==> config.mk <==
export PLATFORM = sky130hd
export DESIGN_NAME = e10_obs_decoder
export DESIGN_NICKNAME = d
export VERILOG_FILES = /design/src/rtl/e10_obs_decoder.sv
export SDC_FILE = /design/constraint.sdc
export NUM_CORES = 1
export LEC_CHECK = 0
export BUFFER_PORTS_ARGS = -buffer_cell sky130_fd_sc_hd__buf_4
export CORE_MARGIN = 3
export CORE_UTILIZATION = 35
export DETAILED_ROUTE_END_ITERATION = 7
export HOLD_SLACK_MARGIN = 0.02
export PLACE_DENSITY_LB_ADDON = 0.15
export SLEW_MARGIN = 20
export SYNTH_ARGS = -nofsm -noshare
export SYNTH_HDL_FRONTEND = slang
export SYNTH_SLANG_ARGS = --single-unit
==> constraint.sdc <==
create_clock -name clk -period 2.02 [get_ports clk]
set_input_delay 0 -clock clk [delete_from_list [all_inputs] [get_ports clk]]
set_output_delay 0 -clock clk [all_outputs]
set_load 0.005 [all_outputs]
==> src/rtl/e10_obs_decoder.sv <==
// e10_obs_decoder: receive-side decoder for the 19-state e10 controller.
// Samples the 13-bit output word on obs_valid, reconstructs the destination
// state index, flags words no legal transition produces, and keeps a
// saturating error counter with a sticky alarm.
// Optional feature: define E10_SUCC_CHECK_EN to also check every decoded
// destination against the successor set of the tracked state.
module e10_obs_decoder #(
    parameter int ERR_W        = 4,
    parameter int ALARM_THRESH = 3
) (
    input  logic             clk,
    input  logic             rst,
    input  logic             obs_valid,
    input  logic [12:0]      y_in,
    input  logic             sync_s1,
    input  logic             err_clr,
    output logic [4:0]       state_idx,
    output logic             state_upd,
    output logic             code_err,
    output logic             succ_err,
    output logic [ERR_W-1:0] err_cnt,
    output logic             alarm
);

    localparam logic [ERR_W-1:0] CNT_MAX = '1;
    localparam logic [ERR_W-1:0] THRESH  = ERR_W'(ALARM_THRESH);

    // Exact-match decode of a nonzero output word; 0 means no legal transition emits it.
    function automatic logic [4:0] code_dst(input logic [12:0] y);
        case (y)
            13'h1100: code_dst = 5'd2;
            13'h0003: code_dst = 5'd3;
            13'h0110: code_dst = 5'd4;
            13'h0017: code_dst = 5'd5;
            13'h0440: code_dst = 5'd6;
            13'h0170: code_dst = 5'd7;
            13'h0140: code_dst = 5'd8;
            13'h0001: code_dst = 5'd9;
            13'h000D: code_dst = 5'd10;
            13'h0002: code_dst = 5'd11;
            13'h1010: code_dst = 5'd12;
            13'h1000: code_dst = 5'd13;
            13'h1030: code_dst = 5'd14;
            13'h0A00: code_dst = 5'd15;
            13'h0088: code_dst = 5'd16;
            13'h1440: code_dst = 5'd17;
            13'h0200: code_dst = 5'd18;
            default:  code_dst = 5'd0;
        endcase
    endfunction

    // The all-zero word is only legal from a few states, so its meaning depends on where we are.
    function automatic logic [4:0] zero_dst(input logic [4:0] cur);
        case (cur)
            5'd4, 5'd11, 5'd18: zero_dst = 5'd1;
            5'd15:              zero_dst = 5'd15;
            default:            zero_dst = 5'd0;
        endcase
    endfunction

    // Saturating increment: the counter pins at all-ones rather than wrapping.
    function automatic logic [ERR_W-1:0] sat_inc(input logic [ERR_W-1:0] v);
        sat_inc = (v == CNT_MAX) ? v : v + 1'b1;
    endfunction

`ifdef E10_SUCC_CHECK_EN
    // Successor sets of the controller graph.
    function automatic logic succ_ok(input logic [4:0] cur, input logic [4:0] dst);
        case (cur)
            5'd1:    succ_ok = dst inside {5'd2, 5'd3, 5'd4, 5'd5};
            5'd2:    succ_ok = dst inside {5'd4, 5'd6, 5'd7, 5'd8, 5'd9};
            5'd3:    succ_ok = dst inside {5'd6, 5'd10, 5'd11, 5'd12};
            5'd4:    succ_ok = dst inside {5'd1, 5'd6, 5'd10, 5'd11, 5'd12, 5'd13, 5'd14};
            5'd5:    succ_ok = dst inside {5'd6, 5'd8, 5'd12};
            5'd6:    succ_ok = dst inside {5'd2, 5'd7, 5'd8, 5'd9, 5'd14};
            5'd7:    succ_ok = dst inside {5'd7, 5'd8, 5'd9};
            5'd8:    succ_ok = dst inside {5'd15, 5'd16, 5'd17};
            5'd9:    succ_ok = dst inside {5'd8, 5'd13};
            5'd10:   succ_ok = dst inside {5'd5, 5'd7, 5'd8, 5'd9};
            5'd11:   succ_ok = dst inside {5'd1, 5'd4, 5'd8, 5'd18};
            5'd12:   succ_ok = dst inside {5'd15, 5'd16, 5'd17};
            5'd13:   succ_ok = dst inside {5'd4, 5'd11, 5'd19};
            5'd14:   succ_ok = dst inside {5'd11, 5'd15, 5'd18};
            5'd15:   succ_ok = dst inside {5'd10, 5'd15, 5'd17};
            5'd16:   succ_ok = dst inside {5'd7, 5'd8, 5'd9};
            5'd17:   succ_ok = dst inside {5'd5, 5'd7, 5'd10, 5'd14, 5'd15};
            5'd18:   succ_ok = dst inside {5'd1, 5'd4, 5'd8, 5'd18};
            5'd19:   succ_ok = dst inside {5'd4, 5'd8, 5'd18};
            default: succ_ok = 1'b0;
        endcase
    endfunction
`endif

    logic             word_zero_p0;
    logic [4:0]       dst_p0;
    logic             take_p0;
    logic             legal_p0;
    logic             code_err_p0;
    logic             succ_err_p0;
    logic             err_p0;
    logic [ERR_W-1:0] cnt_p0;
    logic             alarm_p0;

    // Decode the sampled word against the tracked state and form the next counter/alarm values.
    always_comb begin
        word_zero_p0 = (y_in == 13'd0);
        dst_p0       = word_zero_p0 ? zero_dst(state_idx) : code_dst(y_in);
        take_p0      = obs_valid & ~sync_s1;
        legal_p0     = (dst_p0 != 5'd0);
        code_err_p0  = take_p0 & ~legal_p0;
`ifdef E10_SUCC_CHECK_EN
        // Zero-word destinations are successor-consistent by construction.
        succ_err_p0  = take_p0 & legal_p0 & ~word_zero_p0 & ~succ_ok(state_idx, dst_p0);
`else
        succ_err_p0  = 1'b0;
`endif
        err_p0       = code_err_p0 | succ_err_p0;
        if (err_clr)
            cnt_p0 = err_p0 ? {{(ERR_W-1){1'b0}}, 1'b1} : '0;
        else if (err_p0)
            cnt_p0 = sat_inc(err_cnt);
        else
            cnt_p0 = err_cnt;
        alarm_p0     = ((err_clr ? 1'b0 : alarm) | (cnt_p0 >= THRESH));
    end

    // ---- stage p0 -> registered outputs ----
    // Tracked state and pulses; resync wins over a same-cycle sample.
    always_ff @(posedge clk or posedge rst) begin
        if (rst) begin
            state_idx <= 5'd1;
            state_upd <= 1'b0;
            code_err  <= 1'b0;
            succ_err  <= 1'b0;
            err_cnt   <= '0;
            alarm     <= 1'b0;
        end else begin
            if (sync_s1)
                state_idx <= 5'd1;
            else if (take_p0 && legal_p0)
                state_idx <= dst_p0;
            state_upd <= take_p0 & legal_p0;
            code_err  <= code_err_p0;
            succ_err  <= succ_err_p0;
            err_cnt   <= cnt_p0;
            alarm     <= alarm_p0;
        end
    end

endmodule

After elaboration in Yosys (flattened, before gate mapping)
Cells that the tools add are included.
{ "op_classes": {"n_mux": 10, "order_cmp": 1, "n_addsub": 1, "eq_ne": 22, "n_reduce_logical": 5, "bitwise_logic": 6} }
{ "ops": {"columns": ["cell", "count"], "rows": [
  ["$pmux W5 S17", 1],
  ["$eq A13 B13 Y1 const B", 5],
  ["$eq A13 B9 Y1 const B", 3],
  ["$eq A13 B2 Y1 const B", 2],
  ["$mux W5", 3],
  ["$eq A13 B1 Y1 const B", 1],
  ["$eq A13 B10 Y1 const B", 1],
  ["$eq A13 B11 Y1 const B", 1],
  ["$eq A13 B12 Y1 const B", 1],
  ["$eq A13 B4 Y1 const B", 1],
  ["$eq A13 B5 Y1 const B", 1],
  ["$eq A13 B8 Y1 const B", 1],
  ["$logic_not A13 Y1", 1],
  ["$mux W4", 3],
  ["$eq A5 B4 Y1 const B", 2],
  ["$pmux W4 S2", 1],
  ["$eq A5 B3 Y1 const B", 1],
  ["$eq A5 B5 Y1 const B", 1],
  ["$reduce_bool A5 Y1", 1],
  ["$add A4 B1 Y4 const B", 1],
  ["$eq A4 B4 Y1 const B", 1],
  ["$ge A4 B2 Y1 const B", 1],
  ["$and A1 B1 Y1", 3],
  ["$reduce_or A3 Y1", 1],
  ["other kinds (5)", 7]
]} }
{ "word_totals": {"word_cells": 50, "register_bits": 12} }

Depth between registers and ports, before layout
Gate-level depths: netlist of the first run.
{ "depth": {"word_depth": 11, "mapped_depth": 10, "ltp_nobuf": 8} }

Least setup slack after synthesis of the first run
OpenSTA, ideal clock, no wires.
{ "synth_timing": {"path_kind": "register to register", "start": "register state_idx[0]", "end": "register alarm", "path_buffers": 0, "slack_ps": 63, "required_time_ps": 1887, "path_stages_with_launch": 9, "arrival_time_ps": 1824, "setup_time_ps": 133, "cell_sequence": "dfstp_2 nor4b_1 a31oi_1 o21ai_0 a22oi_1 nand4_4 nor3_2 mux2i_1 o211ai_2"} }
{ "synth_via": {"elab_chain_len": 11, "word_cells_on_any_way": 15} }
{ "synth_rtl": {"columns": ["item", "line", "text"], "rows": [
  ["start, declared", "17", "output logic [4:0] state_idx,"],
  ["start signal, assigned", "141", "state_idx <= dst_p0;"],
  ["$eq A5 B3 Y1, or another cell as far along", "54", "case (cur)"],
  ["$reduce_or A3 Y1", "54", null],
  ["$pmux W4 S2 *", "54", null],
  ["$mux W5 *", "107", "dst_p0 = word_zero_p0 ? zero_dst(state_idx) : code_dst(y_in);"],
  ["$reduce_bool A5 Y1 *", "109", "legal_p0 = (dst_p0 != 5'd0);"],
  ["$not A1 Y1 *", "110", "code_err_p0 = take_p0 & ~legal_p0;"],
  ["$and A1 B1 Y1 *", "110", null],
  ["$mux W4 or $mux W1 (tied branches)", "120, 119", null],
  ["$mux W4 *", "118", "if (err_clr)"],
  ["$ge A4 B2 Y1 *", "124", "alarm_p0 = ((err_clr ? 1'b0 : alarm) | (cnt_p0 >= THRESH));"],
  ["$or A1 B1 Y1 *", "124", null],
  ["net alarm_p0", "102", "logic alarm_p0;"],
  ["end signal, assigned", "146", "alarm <= alarm_p0;"],
  ["end, declared", "22", "output logic alarm"]
]} }
The timed path passes the listed nets; every way through them passes the cells marked *.
A chain may end at the register's enable or synchronous reset.

Worst setup path after layout of the first run
Ends and elaborated chain as after synthesis.

==> results of run 1 <==
## what timing repair did
item / in CTS / in global routing
setup buffers: 1 / 2
endpoints found under the setup margin: 3 / 9
hold endpoints to repair: 20 / 0
hold buffers: 4 / 0
gates resized for setup: 1 / 5
pin swaps: 3 / 3
## worst paths after layout
path,to,cells past startpoint
max,alarm$_DFF_PP0_,8
min,state_upd$_DFF_PP0_,3
max reg2reg,alarm$_DFF_PP0_,8
min reg2reg,state_idx[2]$_DFFE_PP0P_,2
max in group asynchronous,state_idx[0]$_DFFE_PP1P_,3
min in group clk,state_idx[1]$_DFFE_PP0P_,6
## layer usage
layer,wire (µm),vias up
met5,0,-
met4,0,0
met3,156,0
met2,1580,39
met1,1570,618
li1,-,658
## power groups by stage
stage	clock network, W	registers [W]	logic, W
finish	0.000202	0.000253	0.000154
global route	0.000220	0.000254	0.000171
global placement	0	0.000257	0.000143
CTS	0.000205	0.000253	0.000152
detailed placement	0	0.000258	0.000145
floorplan	0	0.000257	0.0000762
## sequential cells by signal (all words and copies together) (netlist names)
| signal | flops |
|---|---|
| alarm | 1 |
| code_err | 1 |
| err_cnt | 4 |
| state_idx | 5 |
| state_upd | 1 |
## cell usage after synthesis (all sizes together) (2+ instances only)
cell     number
nor2         16
nand2        14
a21oi        11
dfrtp        11
nand4         9
inv           7
nand3         7
nor3          7
nor4          7
buf           6
o21ai         6
mux2i         5
nor2b         5
o211ai        4
and4b         3
nor3b         3
nor4b         3
a22oi         2
a31oi         2
and3          2
nor4bb        2
o2111ai       2
o31ai         2
## critical path, cell delays in order, from the launching register on
cell	delay, ns
dfstp_2	0.58
nor4b_2	0.06
a31oi_1	0.15
o21ai_1	0.09
a22oi_2	0.21
nand4_4	0.18
nor3_2	0.24
mux2i_1	0.28
o211ai_2	0.10
## cell type report
class | instances | area, µm² | area share, %
multi-input combinational | 123 | 890 | 52.4
timing repair buffer | 50 | 385 | 22.7
sequential | 12 | 302 | 17.8
tap | 46 | 57.6 | 3.39
clock buffer | 4 | 36.3 | 2.14
inverter | 7 | 26.3 | 1.55
## per-stage QoR
stage          cells  utilization, %  setup slack, ns
2_1_floorplan    149               -           0.0634
3_3_place_gp     231            46.4          -0.0233
3_5_place_dp     231            46.4           -0.108
4_1_cts          240            49.1           0.0141
5_1_grt          242            50.1           -0.130
6_report         242            50.1          0.00661
## cells by family after synthesis
family	Yosys count	share of synthesized area [%]
adder cells (fa/ha/maj)	1	1.00
other	1	0.300
flip-flops	12	24.1
AO/OA/AOI/OAI	33	17.7
AND/OR/NAND/NOR	83	46.3
multiplexers	5	4.01
buffers and inverters	14	6.51
==> flow_summary.json, run 1 <==
{
  "status": "finished, final reports clean",
  "ys_top_cells_by_area": "dfrtp_1 (22%), nor4_4 (5.1%), nor2_1 (4.8%), a21oi_1 (4.4%), nand2_1 (4.2%)",
  "synth.ff_latch_count": 12,
  "switching_power_w": 0.000181,
  "worst-r2r-setup-slack_ns": 0.007,
  "ant_nets": 0,
  "post-synth-top-area-fraction_pct": 22.0,
  "switching_share_pct": 29.7,
  "area_growth_syn_to_layout_pct": 35.9,
  "finish.net_count": 216,
  "synth-seq-area-share_pct": 24.1,
  "core_area_um2": 3390,
  "path_max_fanout": 5,
  "drtPass1Iterations": 4,
  "synthDominantAreaCellType": "dfrtp_1",
  "worstHoldPathType": "in2async",
  "n_fill_cell": 323,
  "setup_viol": 0,
  "number_of_enable_type_register_cells_in_the_synthesized_netlist": 0,
  "synth_area_per_cell_um2": 8.38,
  "final.hold.worst_slack_ns": 0.293,
  "report.final.hold_viol_count": 0,
  "global_route.usage.met1_pct": 23.0,
  "total_power_w": 0.000609,
  "grt.met2_usage_pct": 24.0,
  "groute.usage.overall_pct": 15.7,
  "clock-skew-final_ns": 0.00180,
  "max_cap_violations": 0,
  "worst_r2r_startpoint": "state_idx[0]$_DFFE_PP1P_",
  "maxSlewViolCount": 0,
  "cts_root_buf": "clkbuf_4",
  "required_ns": 2.18,
  "number_of_levels_in_the_clock_h_tree": 1,
  "io_buffers": 29,
  "rsz0062_at_grt": "yes",
  "first_pass_grt_wire_length_um": 5370,
  "postSynthNetCount": 168,
  "max-vdd-ir-drop_mv": 0.303,
  "drive_gt1_share_pct": 36.2,
  "detailed_route_via_count": 1315,
  "power.clock.fraction_pct": 33.1,
  "critical_path_arrival_ns": 2.17,
  "io_pins": 31,
  "dp.final_hpwl_um": 2570,
  "total_cts_buffers": 3,
  "asyncSetResetFlopFracSynth_pct": 100,
  "grt_antenna_before_repair": 0,
  "viasPerCell": 5.43,
  "max-clock-path-buffers": 2,
  "clock_latency_ns": 0.28,
  "post_synth_inst_count": 149,
  "post_synth_instance_area_um2": 1250,
  "tritoncts_num_sinks": 12,
  "leakage_nw": 0.684,
  "std_cell_rows": 21,
  "final_min_period_over_clock_period_pct": 99.7,
  "finalSetupTns_ns": 0,
  "post_dp_cell_area_um2": 1570,
  "route.final.wire_length_um": 3310,
  "chipHeight_um": 65.7,
  "worst_setup_end_kind": "flop",
  "critPathLaunchType": "flop",
  "first_iter_violations": 55,
  "groute.layer.met3.usage_pct": 3.59,
  "finish.instance_area_um2": 1700,
  "tritoncts": "built",
  "critical_path_start_end_classification": "reg2reg",
  "gp_congestion": 0.821,
  "yosys_warnings": 0,
  "n_antenna_cell": 0,
  "area_of_the_die_um2": 4320,
  "start_util_pct": 36.8,
  "dieWidth_um": 65.7,
  "final_common_cell": "buf_4",
  "power-per-cell-area_nw_per_um2": 359,
  "fmax_ghz": 0.497,
  "clkSlewWorstSetupHoldPaths_ns": 0.08,
  "first_global_vias": 1146,
  "most-common-layout-cells": "buf_4 (46), nor2_1 (15), nand2_1 (14)",
  "synth_cell_type_count": 49,
  "postSynth.topFlopCell": "dfrtp_1",
  "remaining_overflow_grt": 0,
  "grt.busiest_layer": "met2",
  "power.share.combinational_pct": 25.4,
  "crit_start": "state_idx[0]$_DFFE_PP1P_",
  "post-route-drc-count": 0,
  "finalWorstPathRequiredPeriod_ns": 2.01,
  "wl_per_cell_um": 13.7,
  "grt_start_max_net_pins": 13,
  "power.internal_w": 0.000429,
  "p_seq_share_pct": 41.5
}
No activity file was read; power rests on OpenSTA's default activity.
==> run 2, diff against run 1 <==
--- a/config.mk
+++ b/config.mk
@@ -6,12 +6,13 @@
 export NUM_CORES = 1
 export LEC_CHECK = 0
 export BUFFER_PORTS_ARGS = -buffer_cell sky130_fd_sc_hd__buf_4
+export CELL_PAD_IN_SITES_DETAIL_PLACEMENT = 1
+export CELL_PAD_IN_SITES_GLOBAL_PLACEMENT = 1
 export CORE_MARGIN = 3
 export CORE_UTILIZATION = 35
 export DETAILED_ROUTE_END_ITERATION = 7
-export HOLD_SLACK_MARGIN = 0.02
 export PLACE_DENSITY_LB_ADDON = 0.15
-export SLEW_MARGIN = 20
+export SLEW_MARGIN = 5
 export SYNTH_ARGS = -nofsm -noshare
 export SYNTH_HDL_FRONTEND = slang
 export SYNTH_SLANG_ARGS = --single-unit
==> run 2 against run 1 <==
Effect of this change:
- die area unchanged
- utilization down 1.0 points
- clock skew decreased by 0.00099 ns
- setup slack better by 0.026 ns
- cell area is 2.0% lower
==> flow_summary.json, run 2 (same netlist as run 1, synthesis figures left out) <==
{
  "gp_congestion": 0.883,
  "stdcell_count": 238,
  "timing.hold.worst.start": "y_in[9]",
  "final_common_cell": "buf_4",
  "worst-r2r-cell-count": 8,
  "path_max_fanout": 5,
  "max_cap_violations": 0,
  "wl_per_cell_um": 16.2,
  "power.share.combinational_pct": 27.1,
  "total_cts_buffers": 3,
  "grt_antenna_before_repair": 0,
  "grt_start_max_net_pins": 13,
  "final.hold.worst_slack_ns": 0.313,
  "first_global_vias": 1401,
  "worstHoldPathType": "in2reg",
  "clock_latency_ns": 0.28,
  "switching_power_w": 0.000181,
  "finish.net_count": 212,
  "critical_path.top_delay_family": "compound AO/OA/AOI/OAI gates",
  "clkSlewWorstSetupHoldPaths_ns": 0.08,
  "largest_register_ffs": 5,
  "power-per-cell-area_nw_per_um2": 346,
  "critPathLaunchType": "flop",
  "multiInputGateArea_um2": 896,
  "registers.top_by_ff_count": "state_idx",
  "drive_gt1_share_pct": 34.4,
  "fmax_ghz": 0.503,
  "biggestRegsByFlops": "state_idx (5), err_cnt (4)",
  "report.final.hold_viol_count": 0,
  "max-vdd-ir-drop_mv": 0.120,
  "drtPass1Iterations": 4,
  "n_fill_cell": 415,
  "dieWidth_um": 65.7,
  "most-common-layout-cells": "buf_4 (42), nor2_1 (16), nand2_1 (14)",
  "io_buffers": 29,
  "route.final.wire_length_um": 3870,
  "holdPathEnd": "state_idx[1]$_DFFE_PP0P_",
  "critical-path-slowest-cell": "dfstp_2",
  "finalWorstPathRequiredPeriod_ns": 1.99,
  "max-clock-path-buffers": 2,
  "std_cell_rows": 21,
  "status": "finished, final reports clean",
  "tritoncts_num_sinks": 12,
  "r2r_end": "alarm$_DFF_PP0_",
  "chipHeight_um": 65.7,
  "dp.final_hpwl_um": 3080,
  "dpl.cell_count": 229,
  "worst_setup_end_kind": "flop",
  "groute.usage.overall_pct": 18.4,
  "power.internal_w": 0.000393,
  "area_growth_syn_to_layout_pct": 33.2,
  "switching_share_pct": 31.5,
  "ant_nets": 0,
  "setup_viol": 0,
  "io_pins": 31,
  "finish.instance_area_um2": 1660,
  "detailed_route_via_count": 1350,
  "tritoncts": "built",
  "area_of_the_die_um2": 4320,
  "number_of_levels_in_the_clock_h_tree": 1,
  "cell_by_cell_listing_of_the_critical_path": "nor4b_1, a31oi_1, o21ai_1, a22oi_2, nand4_4, nor3_4, mux2i_1, o211ai_2",
  "n_antenna_cell": 0,
  "total_power_w": 0.000575,
  "cts_root_buf": "clkbuf_4",
  "critPathBufInv": 0,
  "maxSlewViolCount": 0,
  "critical_path_start_end_classification": "reg2reg",
  "worst-r2r-setup-slack_ns": 0.03,
  "post_dp_cell_area_um2": 1560,
  "viasPerCell": 5.67,
  "first_iter_violations": 60,
  "leakage_nw": 0.665,
  "finalSetupTns_ns": 0,
  "worst_r2r_startpoint": "state_idx[0]$_DFFE_PP1P_",
  "critical_path_arrival_ns": 2.15,
  "first_pass_grt_wire_length_um": 6300,
  "required_ns": 2.18,
  "start_util_pct": 36.8,
  "core_area_um2": 3390,
  "clock-skew-final_ns": 0.000806,
  "rsz0062_at_grt": "yes",
  "area.sequential_um2": 302,
  "power.clock.fraction_pct": 28.9,
  "remaining_overflow_grt": 0,
  "worstHoldPathCells": 6,
  "post-route-drc-count": 0,
  "final_min_period_over_clock_period_pct": 98.4,
  "worst_path_largest_cell_delay_ns": 0.55,
  "p_seq_share_pct": 44.0
}
## run 2: what timing repair did
action	in CTS	in global routing
cloned	0	0
buffers inserted	0	1
resized for setup	1	6
pin swaps	0	4
endpoints found under the hold margin	20	0
hold buffers	4	0
setup endpoints to repair	3	7
## run 2: power by group through the flow
stage | clock [W] | combinational [W] | sequential, W
floorplan | 0 | 0.0000762 | 0.000257
global placement | 0 | 0.000141 | 0.000257
detailed placement | 0 | 0.000146 | 0.000258
CTS | 0.000167 | 0.000153 | 0.000253
global route | 0.000175 | 0.000171 | 0.000254
finish | 0.000166 | 0.000156 | 0.000253
## run 2: worst min-delay path: stages
cell and delay (ns):
buf_4 0.12, nor3_1 0.06, nand2_1 0.06, o2111ai_1 0.13, mux2i_1 0.15, nor2_1 0.05
## run 2: how the worst max path moves through the flow
stage	from	slack, ns	cells past startpoint	to
after floorplan	state_idx[0]$_DFFE_PP1P_	0.06	8	alarm$_DFF_PP0_
after global placement	y_in[8]	0.01	9	alarm$_DFF_PP0_
after detailed placement	state_idx[0]$_DFFE_PP1P_	-0.09	8	alarm$_DFF_PP0_
after CTS	state_idx[0]$_DFFE_PP1P_	0.002	8	alarm$_DFF_PP0_
after global routing	state_idx[0]$_DFFE_PP1P_	-0.06	8	alarm$_DFF_PP0_
final	state_idx[0]$_DFFE_PP1P_	0.03	8	alarm$_DFF_PP0_
## run 2: through the flow
step	util (%)	setup slack, ns
after global routing	49.1	-0.0553
after detailed placement	46.0	-0.0919
after floorplan	-	0.0634
final	49.1	0.0326
after global placement	46.0	0.0132
after CTS	48.1	0.00156
## run 2: per-layer routing
layer	share of wire [%]	global-route usage [%]	wire length, µm
met1	42	20.9	1630
met2	53	34.4	2030
met3	3.4	1.54	131
met4	1.8	8.29	68
met5	0	0	0
## run 2: final cells by class
class	count	share of cell area, %
timing repair buffer	46	21.4
tap	46	3.46
inverter	7	1.58
multi-input combinational	123	53.9
sequential	12	18.1
clock buffer	4	1.58
==> run 3, diff against run 2 <==
--- a/config.mk
+++ b/config.mk
@@ -10,6 +10,7 @@
 export CELL_PAD_IN_SITES_GLOBAL_PLACEMENT = 1
 export CORE_MARGIN = 3
 export CORE_UTILIZATION = 35
+export CTS_BUF_LIST = sky130_fd_sc_hd__clkbuf_8
 export DETAILED_ROUTE_END_ITERATION = 7
 export PLACE_DENSITY_LB_ADDON = 0.15
 export SLEW_MARGIN = 5
==> run 3 against run 2 <==
Effect of this change:
- largest power group unchanged
- combinational power is essentially flat
- clock power grew 37%
- critical path depth is the same
- fmax is essentially flat
- sequential cell count is the same
- global-route usage grew 0.46 points
==> flow_summary.json, run 3 (same netlist as run 1, synthesis figures left out) <==
{
  "io_buffers": 29,
  "n_fill_cell": 415,
  "area_growth_syn_to_layout_pct": 34.2,
  "core_area_um2": 3390,
  "power-per-cell-area_nw_per_um2": 379,
  "final_common_cell": "buf_4",
  "clock_latency_ns": 0.25,
  "grt_antenna_before_repair": 0,
  "max-vdd-ir-drop_mv": 0.175,
  "area_of_the_die_um2": 4320,
  "first_pass_grt_wire_length_um": 6380,
  "rsz0062_at_grt": "yes",
  "io_pins": 31,
  "max_cap_violations": 0,
  "stdcell_count": 237,
  "final.hold.worst_slack_ns": 0.0267,
  "std_cell_rows": 21,
  "dp.final_hpwl_um": 3080,
  "critical-path-slowest-cell": "dfstp_2",
  "cell_by_cell_listing_of_the_critical_path": "nor4b_1, a31oi_1, o21ai_1, a22oi_2, nand4_4, nor3_4, mux2i_1, o211ai_2",
  "critPathLaunchType": "flop",
  "leakage_nw": 0.674,
  "remaining_overflow_grt": 0,
  "detailed_route_via_count": 1324,
  "first_global_vias": 1388,
  "report.final.hold_viol_count": 0,
  "final_min_period_over_clock_period_pct": 98.4,
  "critical_path_arrival_ns": 2.11,
  "wl_per_cell_um": 16.1,
  "final_util_pct": 49.4,
  "worstHoldPathType": "in2reg",
  "first_iter_violations": 47,
  "groute.usage.overall_pct": 18.9,
  "n_antenna_cell": 0,
  "critical_path.top_delay_family": "compound AO/OA/AOI/OAI gates",
  "critPathBufInv": 0,
  "biggestRegsByFlops": "state_idx (5), err_cnt (4)",
  "start_util_pct": 36.8,
  "finish.instance_area_um2": 1680,
  "cts_root_buf": "clkbuf_8",
  "chipHeight_um": 65.7,
  "largest_register_ffs": 5,
  "total_power_w": 0.000635,
  "required_ns": 2.14,
  "status": "finished, final reports clean",
  "maxSlewViolCount": 0,
  "worst_setup_end_kind": "flop",
  "critical_path_start_end_classification": "reg2reg",
  "finish.net_count": 211,
  "path_max_fanout": 5,
  "gp_congestion": 0.883,
  "ant_nets": 0,
  "finalWorstPathRequiredPeriod_ns": 1.99,
  "setup_viol": 0,
  "route.final.wire_length_um": 3820,
  "drive_gt1_share_pct": 34.6,
  "post_dp_cell_area_um2": 1560,
  "registers.top_by_ff_count": "state_idx",
  "tritoncts": "built",
  "fmax_ghz": 0.503,
  "clock-skew-final_ns": 0.00231,
  "drtPass1Iterations": 4,
  "clkSlewWorstSetupHoldPaths_ns": 0.05,
  "post-route-drc-count": 0,
  "max-clock-path-buffers": 2,
  "viasPerCell": 5.59,
  "worst_path_largest_cell_delay_ns": 0.54,
  "number_of_levels_in_the_clock_h_tree": 1,
  "total_cts_buffers": 3,
  "dpl.cell_count": 229,
  "tritoncts_num_sinks": 12,
  "grt_start_max_net_pins": 13,
  "most-common-layout-cells": "buf_4 (41), nor2_1 (16), nand2_1 (14)",
  "worst-r2r-setup-slack_ns": 0.03,
  "dieWidth_um": 65.7
}
[run 3: cell types whose count changed in the layout (fill, tap and decap cells not counted), sizes merged]
cell | previous run | this run
clkbuf | 4 | 3
dlygate4sd3 | 4 | 3
inv | 7 | 8
[run 3: final timing paths]
| check | startpoint | end | cells past startpoint |
|---|---|---|---|
| setup / recovery | state_idx[0]$_DFFE_PP1P_ | alarm$_DFF_PP0_ | 8 |
| hold / removal | obs_valid | state_idx[3]$_DFFE_PP0P_ | 3 |
| min in group asynchronous | rst | err_cnt[0]$_DFF_PP0_ | 3 |
| setup reg to reg | state_idx[0]$_DFFE_PP1P_ | alarm$_DFF_PP0_ | 8 |
| max in group asynchronous | rst | state_idx[0]$_DFFE_PP1P_ | 3 |
| hold reg to reg | err_cnt[1]$_DFF_PP0_ | err_cnt[1]$_DFF_PP0_ | 2 |
[run 3: power by group]
part,total [W],internal (W),leakage [nW],switching [W]
clock,0.000228,0.000134,0.0269,0.0000937
sequential,0.000254,0.000247,0.161,0.00000677
combinational,0.000153,0.0000692,0.485,0.0000842
total,0.000635,0.000451,0.674,0.000185
[run 3: timing repair]
| item | in CTS | in global routing |
|---|---|---|
| buffers inserted | 0 | 1 |
| endpoints found under the setup margin | 3 | 8 |
| gates resized for setup | 1 | 7 |
| endpoints found under the hold margin | 18 | 0 |
| pin swaps | 0 | 4 |
| hold buffers | 3 | 0 |
[run 3: routing by layer]
| metal | share of wire, % | global-route usage (%) | vias up |
|---|---|---|---|
| li1 | - | - | 649 |
| met1 | 42 | 21.5 | 638 |
| met2 | 53 | 34.5 | 30 |
| met3 | 3.0 | 1.37 | 7 |
| met4 | 2.3 | 10.1 | 0 |
| met5 | 0 | 0 | - |
[run 3: layout make-up]
cell class	count	area, µm²	area share, %
Clock inverter	1	3.75	0.224
Multi-Input combinational cell	123	896	53.5
Timing Repair Buffer	45	349	20.8
Sequential cell	12	302	18.0
Clock buffer	3	41.3	2.46
Tap cell	46	57.6	3.44
Inverter	7	26.3	1.57
[run 3: metrics by stage]
| stage | TNS (ns) | worst slack, ns |
|---|---|---|
| 5_1_grt | -0.0808 | -0.0706 |
| 2_1_floorplan | 0 | 0.0634 |
| 6_report | 0 | 0.0316 |
| 4_1_cts | 0 | 0.000576 |
| 3_5_place_dp | -0.124 | -0.0919 |
| 3_3_place_gp | 0 | 0.0132 |
[run 3: tightest hold or removal path, cell delays in order]
cell and delay, ns:
buf_4 0.12, nand2_1 0.05, a21oi_1 0.06
